### config.mk
export PLATFORM = sky130hd
export DESIGN_NAME = sram_rw_port_arbiter
export DESIGN_NICKNAME = d
export VERILOG_FILES = /design/src/rtl/sram_rw_port_arbiter.sv
export SDC_FILE = /design/constraint.sdc
export NUM_CORES = 1
export LEC_CHECK = 0
export ABC_CLOCK_PERIOD_IN_PS = 2200
export BUFFER_PORTS_ARGS = -buffer_cell sky130_fd_sc_hd__buf_4
export CAP_MARGIN = 20
export CORE_AREA = 3 3 434 436
export CTS_BUF_LIST = sky130_fd_sc_hd__clkbuf_4
export DETAILED_ROUTE_END_ITERATION = 16
export DIE_AREA = 0 0 437 439
export GPL_TIMING_DRIVEN = 1
export PLACE_DENSITY = 0.4
export SLEW_MARGIN = 20
export SYNTH_ARGS = -nofsm -noshare
export SYNTH_HDL_FRONTEND = slang
export SYNTH_SLANG_ARGS = --single-unit
export TNS_END_PERCENT = 30
### constraint.sdc
create_clock -name clock -period 2.2 [get_ports clock]
set_input_delay 0.22 -clock clock [delete_from_list [all_inputs] [get_ports clock]]
set_output_delay 0.22 -clock clock [all_outputs]
set_load 0.02 [all_outputs]
### src/rtl/sram_rw_port_arbiter.sv
// Two-requester round-robin front end for a single-port (1RW) OpenRAM macro.
// All macro pins are registered; reads return through a one-entry buffer per requester.
module sram_rw_port_arbiter #(
   parameter int ADDR_W = 6,
   parameter int DATA_W = 176,
   parameter int MASK_W = 8
) (
   input  logic              clock,
   input  logic              reset_n,
   input  logic              a_req_valid,
   output logic              a_req_ready,
   input  logic              a_req_wmode,
   input  logic [ADDR_W-1:0] a_req_addr,
   input  logic [DATA_W-1:0] a_req_wdata,
   input  logic [MASK_W-1:0] a_req_wmask,
   output logic              a_rsp_valid,
   input  logic              a_rsp_ready,
   output logic [DATA_W-1:0] a_rsp_rdata,
   input  logic              b_req_valid,
   output logic              b_req_ready,
   input  logic              b_req_wmode,
   input  logic [ADDR_W-1:0] b_req_addr,
   input  logic [DATA_W-1:0] b_req_wdata,
   input  logic [MASK_W-1:0] b_req_wmask,
   output logic              b_rsp_valid,
   input  logic              b_rsp_ready,
   output logic [DATA_W-1:0] b_rsp_rdata,
   output logic              sram_csb0,
   output logic              sram_web0,
   output logic [ADDR_W-1:0] sram_addr0,
   output logic [DATA_W-1:0] sram_din0,
   output logic [MASK_W-1:0] sram_wmask0,
   input  logic [DATA_W-1:0] sram_dout0
);

   logic              a_elig, b_elig, grant_a, grant_b;
   logic              rr_ptr_q, rr_ptr_d;          // 0 = A owns the next tie
   logic              a_inflight_q, a_inflight_d, b_inflight_q, b_inflight_d;
   logic              a_rsp_valid_q, a_rsp_valid_d, b_rsp_valid_q, b_rsp_valid_d;
   logic [DATA_W-1:0] a_rsp_rdata_q, a_rsp_rdata_d, b_rsp_rdata_q, b_rsp_rdata_d;
   logic              p1_vld_q, p1_vld_d, p1_tag_q, p1_tag_d;
   logic              p2_vld_q, p2_vld_d, p2_tag_q, p2_tag_d;
   logic              csb_q, csb_d, web_q, web_d;
   logic [ADDR_W-1:0] addr_q, addr_d;
   logic [DATA_W-1:0] din_q, din_d;
   logic [MASK_W-1:0] wmask_q, wmask_d;

   always_comb begin
      rr_ptr_d      = rr_ptr_q;
      a_inflight_d  = a_inflight_q;
      b_inflight_d  = b_inflight_q;
      a_rsp_valid_d = a_rsp_valid_q;
      b_rsp_valid_d = b_rsp_valid_q;
      a_rsp_rdata_d = a_rsp_rdata_q;
      b_rsp_rdata_d = b_rsp_rdata_q;
      addr_d        = addr_q;
      din_d         = din_q;
      wmask_d       = wmask_q;
      csb_d         = 1'b1;
      web_d         = 1'b1;
      grant_a       = 1'b0;
      grant_b       = 1'b0;

      // Eligibility looks only at registered read state, so a consumed
      // response frees the requester one cycle later, never the same cycle.
      a_elig = a_req_valid & (a_req_wmode | (!a_inflight_q & !a_rsp_valid_q));
      b_elig = b_req_valid & (b_req_wmode | (!b_inflight_q & !b_rsp_valid_q));

      if (reset_n) begin
         if (a_elig & b_elig) begin
            grant_a  = !rr_ptr_q;
            grant_b  = rr_ptr_q;
            rr_ptr_d = !rr_ptr_q;
         end else begin
            grant_a = a_elig;
            grant_b = b_elig;
         end
      end

      if (grant_a) begin
         csb_d   = 1'b0;
         web_d   = !a_req_wmode;
         addr_d  = a_req_addr;
         din_d   = a_req_wdata;
         wmask_d = a_req_wmask;
      end else if (grant_b) begin
         csb_d   = 1'b0;
         web_d   = !b_req_wmode;
         addr_d  = b_req_addr;
         din_d   = b_req_wdata;
         wmask_d = b_req_wmask;
      end

      p1_vld_d = (grant_a & !a_req_wmode) | (grant_b & !b_req_wmode);
      p1_tag_d = grant_b;
      p2_vld_d = p1_vld_q;
      p2_tag_d = p1_tag_q;
      if (grant_a & !a_req_wmode) a_inflight_d = 1'b1;
      if (grant_b & !b_req_wmode) b_inflight_d = 1'b1;

      if (a_rsp_valid_q & a_rsp_ready) a_rsp_valid_d = 1'b0;
      if (b_rsp_valid_q & b_rsp_ready) b_rsp_valid_d = 1'b0;

      // Macro output is valid the cycle after it sampled, i.e. at stage 2.
      if (p2_vld_q & !p2_tag_q) begin
         a_rsp_valid_d = 1'b1;
         a_rsp_rdata_d = sram_dout0;
         a_inflight_d  = 1'b0;
      end
      if (p2_vld_q & p2_tag_q) begin
         b_rsp_valid_d = 1'b1;
         b_rsp_rdata_d = sram_dout0;
         b_inflight_d  = 1'b0;
      end
   end

   always_ff @(posedge clock or negedge reset_n) begin
      if (!reset_n) begin
         rr_ptr_q      <= 1'b0;
         a_inflight_q  <= 1'b0;
         b_inflight_q  <= 1'b0;
         a_rsp_valid_q <= 1'b0;
         b_rsp_valid_q <= 1'b0;
         a_rsp_rdata_q <= '0;
         b_rsp_rdata_q <= '0;
         p1_vld_q      <= 1'b0;
         p1_tag_q      <= 1'b0;
         p2_vld_q      <= 1'b0;
         p2_tag_q      <= 1'b0;
         csb_q         <= 1'b1;
         web_q         <= 1'b1;
         addr_q        <= '0;
         din_q         <= '0;
         wmask_q       <= '0;
      end else begin
         rr_ptr_q      <= rr_ptr_d;
         a_inflight_q  <= a_inflight_d;
         b_inflight_q  <= b_inflight_d;
         a_rsp_valid_q <= a_rsp_valid_d;
         b_rsp_valid_q <= b_rsp_valid_d;
         a_rsp_rdata_q <= a_rsp_rdata_d;
         b_rsp_rdata_q <= b_rsp_rdata_d;
         p1_vld_q      <= p1_vld_d;
         p1_tag_q      <= p1_tag_d;
         p2_vld_q      <= p2_vld_d;
         p2_tag_q      <= p2_tag_d;
         csb_q         <= csb_d;
         web_q         <= web_d;
         addr_q        <= addr_d;
         din_q         <= din_d;
         wmask_q       <= wmask_d;
      end
   end

   assign a_req_ready = grant_a;
   assign b_req_ready = grant_b;
   assign a_rsp_valid = a_rsp_valid_q;
   assign b_rsp_valid = b_rsp_valid_q;
   assign a_rsp_rdata = a_rsp_rdata_q;
   assign b_rsp_rdata = b_rsp_rdata_q;
   assign sram_csb0   = csb_q;
   assign sram_web0   = web_q;
   assign sram_addr0  = addr_q;
   assign sram_din0   = din_q;
   assign sram_wmask0 = wmask_q;

endmodule

# After elaboration in Yosys (flattened, before gate mapping)
# Cells that the tools add are included.
dict set report classes {
  mux 22
  bitwise_logic 14
  reduce_logical 14
}
# cell n
set op_table {}
lappend op_table {{two-way mux 176 bit} 2}
lappend op_table {{two-way mux 1 bit} 16}
lappend op_table {{two-way mux 8 bit} 2}
lappend op_table {{two-way mux 6 bit} 2}
lappend op_table {{AND 1 bit} 11}
lappend op_table {{nonzero test 2 bit} 5}
lappend op_table {{logical NOT 1 bit} 8}
lappend op_table {{bitwise OR 1 bit} 3}
lappend op_table {{AND reduction 2 bit} 1}
dict set report totals {
  regBits 553
  input_bits 564
  output_inout_bits 548
  word_cells 66
}

# Depth between registers and ports, before layout
# Gate-level depths: netlist of run 1.
dict set report depth {
  ltp_word 10
  mapped_depth 6
  ltp_nobuf 4
}

# Worst setup path before layout of run 1
# OpenSTA, ideal clock, no wires.
dict set report synth_path {
  kind {reg2reg}
  start {register b_rsp_valid_q (netlist: b_rsp_valid)}
  end {register addr_q[0] (netlist: sram_addr0[0])}
  setup_ns 0.111
  arrival_ns 1.581
  t_required_ns 2.089
  slack_ns 0.508
  path_stages_with_launch 6
  path_buffers 1
  period_less_slack_ns 1.692
  cell_sequence {dfrtp_1 o21ba_2 o211ai_2 inv_2 clkbuf_1 a222oi_1}
}
dict set report synth_between {
  elab_chain_len 8
  word_cells_on_any_way 11
  classes_between {5 x mux; 4 x bitwise; 2 x reduce/logical}
}
# element line
set synth_lines {}
lappend synth_lines {{from (decl)} 39} ;# logic a_rsp_valid_q, a_rsp_valid_d, b_rsp_valid_q, b_rsp_valid_d;
lappend synth_lines {{from (signal assigned)} 140} ;# b_rsp_valid_q <= b_rsp_valid_d;
lappend synth_lines {{logical NOT 1 bit (*)} 67} ;# b_elig = b_req_valid & (b_req_wmode | (!b_inflight_q & !b_rsp_valid_q));
lappend synth_lines {{AND 1 bit (*)} 67}
lappend synth_lines {{bitwise OR 1 bit (*)} 67}
lappend synth_lines {{AND 1 bit (*)} 67}
lappend synth_lines {{AND 1 bit (*)} 70} ;# if (a_elig & b_elig) begin
lappend synth_lines {{two-way mux 1 bit (*)} 70}
lappend synth_lines {{two-way mux 1 bit (*)} 69} ;# if (reset_n) begin
lappend synth_lines {{via a_req_ready} 11} ;# output logic a_req_ready,
lappend synth_lines {{two-way mux 6 bit or nonzero test 2 bit (tied branches)} n/a}
lappend synth_lines {{to (signal assigned)} 149} ;# addr_q <= addr_d;
lappend synth_lines {{to (decl)} 44} ;# logic [ADDR_W-1:0] addr_q, addr_d;
# Mark *: on every way through the listed nets, which the timed path passes. The rest lies on a longest branch.
# A chain may end at the register's enable or synchronous reset.

# Worst setup path in the final report of run 1
dict set report layout_path {
  start {register b_rsp_valid_q (netlist: b_rsp_valid)}
  end {output a_req_ready}
}
dict set report layout_between {
  elab_chain_len 7
}
# element line
set layout_lines {}
lappend layout_lines {{logical NOT 1 bit} 67}
lappend layout_lines {{AND 1 bit} 67}
lappend layout_lines {{bitwise OR 1 bit} 67}
lappend layout_lines {{AND 1 bit} 67}
lappend layout_lines {{AND 1 bit} 70}
lappend layout_lines {{two-way mux 1 bit} 70}
lappend layout_lines {{two-way mux 1 bit} 69}
lappend layout_lines {{to (decl)} 11}
# Every way passes these cells.

==> qor.yml, run 1 <==
routing:
  drtIter0Drc: 1999
  drc: 0
  wl_per_cell_microns: 18.83
  finalWirelength_microns: 134500
  vias: 25920
  antenna_left: 0
  dr.pass1.iters: 14
  viasPerCell: 3.627
logic_synthesis:
  synth_xor_area_frac: 0.0003862
  ys_ff_latch: 553
  synth_top_family_by_area: "buffers and inverters"
  synth.most_common_cell: "inv_1"
  synth_adder_area_share: 0
  synthTopCellsByCount: "inv_1 (574), dfrtp_1 (551), nand2_1 (532)"
  syn-cell-area_sq_um: 22680
  synth_flop_cell: "dfrtp_1"
  syn-num-nets: 2731
  yosysWarnings: 0
  seq_area_frac_synth: 0.6102
  yosysUniqueCellTypes: 27
  synth-simple-area-share: 0.08942
  syn-instance-count: 2167
  synthArstFlopShare: 1.000
  synth_mux_area_frac: 0.08738
  synth_top_cell_area_share: 0.6079
  synth_compound_area_frac: 0.08876
  synth_edf_count: 0
  synth_area_leader_cell: "dfrtp_1"
  syn-mean-instance-area_sq_um: 10.47
  synthTopCellsByArea: "dfrtp_1 (61%), inv_1 (9.5%), nand2_1 (8.8%)"
clocking:
  cts-root-buf: "clkbuf_4"
  clock_path_buffers: 3
  clock_latency_ns: 1.15
  cts_inserted_buffers: 171
  cts_tree: "done"
  htree_levels: 4
  clk_pin_slew_ns: 0.06
  clkSinkCount: 553
sta:
  slew_viol_final: 0
  hold_viol: 0
  setup_slack_ns: -0.4734
  max_clock_freq_mhz: 374.1
  tightest_slew_ns: 0.9096
  whs_ns: 0.3472
  period_share: 1.215
  final-setup-viol-count: 6
  rsz0062_at_grt: "true"
  clock_skew_ns: 0.05963
  min_period_ns: 2.673
  relSlewSlack: 0.3936
die:
  initial_utilization: 0.1226
  num_rows: 158
  core_area_sq_um: 185000
  ios: 1112
  chipHeight_microns: 439
  die_area_sq_um: 191800
  die-width_microns: 437
power:
  intPower_mw: 31.66
  power.leakage_nw: 24.68
  combPwrFrac: 0.472
  max-vdd-ir-drop_uv: 519.7
  p_switching_mw: 21.90
  p_sw_frac: 0.4089
  p_total_mw: 53.56
  power_density_nw_per_um2: 1099
  power_frac_clock: 0.191
  pwr-share-seq: 0.337
setup_path:
  crit_type: "flop to output pin"
  arrival_ns: 2.45
  crit_fanout: 2
  cp-end-kind: "output pin"
  required_ns: 1.98
  critPathTopFamily: "buffers and inverters"
  cp-start-kind: "flop"
  cp_slowest_cell: "dfrtp_1"
  cp_cell_sequence: "o21ba_4 > o211ai_4 > bufinv_16 > buf_16 > buf_8"
  cpPeakStageDelay_ns: 0.40
  worst-path-buf-inv: 3
  regToRegSetupSlack_ns: -0.03
finish:
  area_growth_syn_to_layout_pct: 114.9
  instances_no_fill: 7147
  drive_gt1_frac: 0.3581
  fin_util: 0.2634
  fin_nets: 5109
placed_design:
  dp.cells: 5703
  port_buffers: 1111
  gp_congestion: 0.8693
  pre_cts_ws_ns: 0.1364
  hpwl_microns: 96630
flow_run:
  cap_violations: 0
global_routing:
  grtUsageTotal: 0.1359
  overflow: 0
  antenna_found_initial: 20
  grt_first_pass_wirelength_microns: 191300
  grt_max_degree: 139
  grt_pass1_vias: 27730
worst_hold_path:
  hold_path.class: "flop to flop"
status:
  outcome: "complete, but fails checks"
  violations: "setup timing"
## sequential cells by signal, indices dropped and copies added, names as in the netlist
name and flops:
sram_csb0 1, a_rsp_valid 1, rr_ptr_q 1, b_inflight_q 1, a_inflight_q 1, p2_vld_q 1
sram_wmask0 8, sram_din0 176, p1_vld_q 1, p2_tag_q 1, sram_addr0 6, sram_web0 1
b_rsp_rdata 176, a_rsp_rdata 176, b_rsp_valid 1, p1_tag_q 1
## cell families (layout without fill, tap and decap cells)
| kind of cell | after synthesis | in the layout |
|---|---|---|
| AOI/OAI and AO/OA | 203 | 203 |
| xor gates and xnor gates | 1 | 1 |
| buffers and inverters | 697 | 3185 |
| and+or+nand+nor | 537 | 537 |
| DFF | 553 | 553 |
| other | 0 | 12 |
| muxes | 176 | 176 |
## power groups by stage
stage | Sequential, mW | Clock (mW) | Combinational (mW)
6_report | 18.0 | 10.2 | 25.3
5_1_grt | 18.5 | 11.3 | 26.9
4_1_cts | 18.0 | 10.8 | 25.7
3_5_place_dp | 17.8 | 0 | 22.8
3_3_place_gp | 17.7 | 0 | 22.7
2_1_floorplan | 22.8 | 0 | 4.85
## through the flow
stage                     setup TNS (ns)  area, sq um
after CTS                         -4.451        48670
final                            -0.9403        48740
after detailed placement               0        34290
after floorplan                        0        22680
after global routing              -5.237        48730
after global placement                 0        34290
## what timing repair did
item,CTS,global route
buffers inserted,12,3
endpoints found under the setup margin,188,81
gates resized for setup,221,5
hold buffers,1130,0
hold endpoints to repair,1104,0
pin swaps,3,19
gates cloned,4,0
## worst paths after layout
| kind | startpoint | end | cells after the start |
|---|---|---|---|
| worst max register to register | b_rsp_valid$_DFFE_PN0P_ | sram_din0[96]$_DFFE_PN0P_ | 6 |
| min in group asynchronous | reset_n | p1_tag_q$_DFF_PN0_ | 4 |
| worst min register to register | p1_tag_q$_DFF_PN0_ | p2_tag_q$_DFF_PN0_ | 0 |
| worst min-delay path | p1_tag_q$_DFF_PN0_ | p2_tag_q$_DFF_PN0_ | 0 |
| worst max-delay path | b_rsp_valid$_DFFE_PN0P_ | a_req_ready | 5 |
| max in group asynchronous | reset_n | sram_din0[67]$_DFFE_PN0P_ | 5 |
## layout by cell type, fill, tap and decap left out, types with 2 or more instances in the layout
cell / count
a222oi_1: 190
and2_1: 2
buf_12: 20
buf_16: 2
buf_4: 981
buf_6: 184
buf_8: 6
bufbuf_16: 3
bufinv_16: 2
clkbuf_4: 244
clkinv_1: 22
clkinv_2: 4
clkinv_4: 2
clkinvlp_4: 4
dfrtp_1: 529
dfrtp_2: 22
dfstp_2: 2
diode_2: 12
dlygate4sd3_1: 1130
inv_1: 574
inv_6: 7
mux2_2: 176
nand2_1: 531
o21ai_0: 2
## routing by layer
| metal | wire, microns | part of all wire | global-route usage |
|---|---|---|---|
| met3 | 9923 | 0.074 | 0.04182 |
| met1 | 51050 | 0.38 | 0.1523 |
| met2 | 67700 | 0.50 | 0.2326 |
| met4 | 5828 | 0.043 | 0.06837 |
| met5 | 42 | 0.00031 | 0 |
## area by class of cell
class,instances,area [sq um]
fillers,19690,136300
repair buffers,2326,21390
flip-flops and latches,553,13870
multi-input cells,917,6093
well taps,2480,3103
inverters,575,2185
clock buffers,244,1832
clock inverters,39,232.7
diodes,12,30.03
repair inverters,1,8.758
No activity file was read; power rests on OpenSTA's default activity.
==> inputs of run 2 (changes only) <==
- CAP_MARGIN: 20 -> default
- RECOVER_POWER: default -> 25
==> run 2 against run 1 <==
Critical path type unchanged. The run still ends with setup timing left. Clock-buffer cell count unchanged. Clock power about the same. Power down 0.12%.
==> qor.yml, run 2 (synthesis results as in run 1) <==
finish:
  instances_no_fill: 7146  # was 7147
  final_cell_mix: "dlygate4sd3_1 (1130), buf_4 (976), inv_1 (574)"  # was dlygate4sd3_1 (1130), buf_4 (981), inv_1 (574)
  design_area_sq_um: 48620  # was 48740 sq um
  fin_util: 0.2628  # was 0.2634
  area_growth_syn_to_layout_pct: 114.4  # was 114.9%
  layout_commonest_cell: "dlygate4sd3_1"  # unchanged
  fin_nets: 5109  # unchanged
  drive_gt1_frac: 0.3570  # was 0.3581
sta:
  min_period_ns: 2.674  # was 2.673 ns
  tightest_slew_ns: 1.462  # was 0.9096 ns
  whs_ns: 0.3472  # about the same
  rsz0062_at_grt: "true"  # unchanged
  clock_skew_ns: 0.05659  # was 0.05963 ns
  max_clock_freq_mhz: 374.0  # was 374.1 MHz
  setup_slack_ns: -0.4740  # was -0.4734 ns
  period_share: 1.215  # about the same
  final.setup.tns_ns: -14.74  # was -0.9403 ns
  final-setup-viol-count: 75  # was 6
  slew_viol_final: 0  # unchanged
  hold_viol: 0  # unchanged
  relSlewSlack: 0.02537  # was 0.3936
setup_path:
  crit_path_start: "b_rsp_valid$_DFFE_PN0P_"  # unchanged
  regToRegSetupSlack_ns: -0.03  # about the same
  cp-end-kind: "output pin"  # unchanged
  arrival_ns: 2.45  # about the same
  r2r_start: "b_rsp_valid$_DFFE_PN0P_"  # unchanged
  crit_fanout: 2  # unchanged
  r2r_end: "sram_din0[96]$_DFFE_PN0P_"  # unchanged
  rr_worst_depth: 6  # unchanged
  required_ns: 1.98  # about the same
  cp-start-kind: "flop"  # unchanged
  crit_type: "flop to output pin"  # unchanged
routing:
  vias: 25930  # was 25920
  viasPerCell: 3.629  # was 3.627
  drtIter0Drc: 2047  # was 1999
  antenna_left: 0  # unchanged
  dr.pass1.iters: 14  # unchanged
  drc: 0  # unchanged
  finalWirelength_microns: 134700  # was 134500 microns
  wl_per_cell_microns: 18.84  # was 18.83 microns
global_routing:
  grtUsageTotal: 0.1359  # unchanged
  antenna_found_initial: 20  # unchanged
  grt_first_pass_wirelength_microns: 191300  # unchanged
  overflow: 0  # unchanged
  grt_max_degree: 139  # unchanged
  grt_pass1_vias: 27730  # unchanged
worst_hold_path:
  hp-start: "p1_tag_q$_DFF_PN0_"  # unchanged
  holdPathEnd: "p2_tag_q$_DFF_PN0_"  # unchanged
  hold_path.class: "flop to flop"  # unchanged
  hold_depth: 0  # unchanged
clocking:
  clock_path_buffers: 3  # unchanged
  cts_inserted_buffers: 171  # unchanged
  cts_tree: "done"  # unchanged
  cts-root-buf: "clkbuf_4"  # unchanged
  clk_pin_slew_ns: 0.06  # about the same
  htree_levels: 4  # unchanged
  clock_latency_ns: 1.15  # about the same
  clkSinkCount: 553  # unchanged
power:
  max-vdd-ir-drop_uv: 519.6  # was 519.7 uV
  p_total_mw: 53.49  # was 53.56 mW
  power_density_nw_per_um2: 1100  # was 1099 nW/um^2
  power.leakage_nw: 24.62  # was 24.68 nW
placed_design:
  pre_cts_ws_ns: 0.1364  # unchanged
  dp.cells: 5703  # unchanged
  hpwl_microns: 96630  # unchanged
  gp_congestion: 0.8693  # unchanged
  placed_cell_area_sq_um: 34290  # unchanged
  port_buffers: 1111  # unchanged
status:
  outcome: "complete, but fails checks"  # unchanged
  violations: "setup timing"  # unchanged
die:
  chipHeight_microns: 439  # unchanged
  ios: 1112  # unchanged
  die_area_sq_um: 191800  # unchanged
  die-width_microns: 437  # unchanged
  num_rows: 158  # unchanged
  initial_utilization: 0.1226  # unchanged
  core_area_sq_um: 185000  # unchanged
flow_run:
  cap_violations: 0  # unchanged
==> run 2: changes by cell type in the layout (fill, tap and decap cells not counted) <==
cell,delta
nand2_4,-1
buf_6,+2
buf_12,-7
nand2_2,+1
clkbuf_2,+3
nand2b_4,-1
diode_2,-1
nor2b_1,+1
clkbuf_1,+3
nor2b_4,-1
buf_4,-5
clkbuf_4,+4
nand2b_1,+1
==> run 2: timing repair <==
| item | 4_1_cts | 5_1_grt |
|---|---|---|
| hold buffers | 1130 | 0 |
| setup buffers | 12 | 3 |
| hold endpoints to repair | 1104 | 0 |
| setup endpoints to repair | 188 | 81 |
| gates cloned | 4 | 0 |
| gates resized for setup | 221 | 5 |
| pin swaps | 3 | 19 |
==> run 2: how the worst max path moves through the flow <==
stage	endpoint	slack, ns	cells after the start
after CTS	a_req_ready	-0.81	5
after global placement	a_req_ready	0.20	5
after global routing	a_req_ready	-0.77	5
after floorplan	sram_addr0[0]$_DFFE_PN0P_	0.51	5
final	a_req_ready	-0.47	5
after detailed placement	sram_din0[165]$_DFFE_PN0P_	0.14	5
==> run 2: worst max-delay path, stage by stage (launching register included) <==
cell	delay [ns]
dfrtp_1	0.40
o21ba_4	0.22
o211ai_4	0.20
bufinv_16	0.22
buf_16	0.15
buf_8	0.12
==> run 2: cell type report <==
cell class	count	area, sq um
Tap cell	2480	3103
Timing Repair inverter	1	8.758
Clock inverter	39	232.7
Inverter	575	2185
Clock buffer	244	1832
Multi-Input combinational cell	917	6073
Fill cell	19710	136400
Antenna cell	11	27.53
Sequential cell	553	13870
Timing Repair Buffer	2326	21290
==> run 2: power breakdown <==
group,total (mW),switching (mW),internal (mW)
logic,25.2,13.6,11.6
registers,18.0,3.23,14.8
clock network,10.2,5.03,5.19
total,53.5,21.9,31.6
==> run 2: layer usage <==
metal,GRT usage,vias to the layer above,part of all wire
li1,-,11780,-
met1,0.1523,12690,0.38
met2,0.2326,1162,0.50
met3,0.04182,287,0.072
met4,0.06837,10,0.043
met5,0,-,0.00042
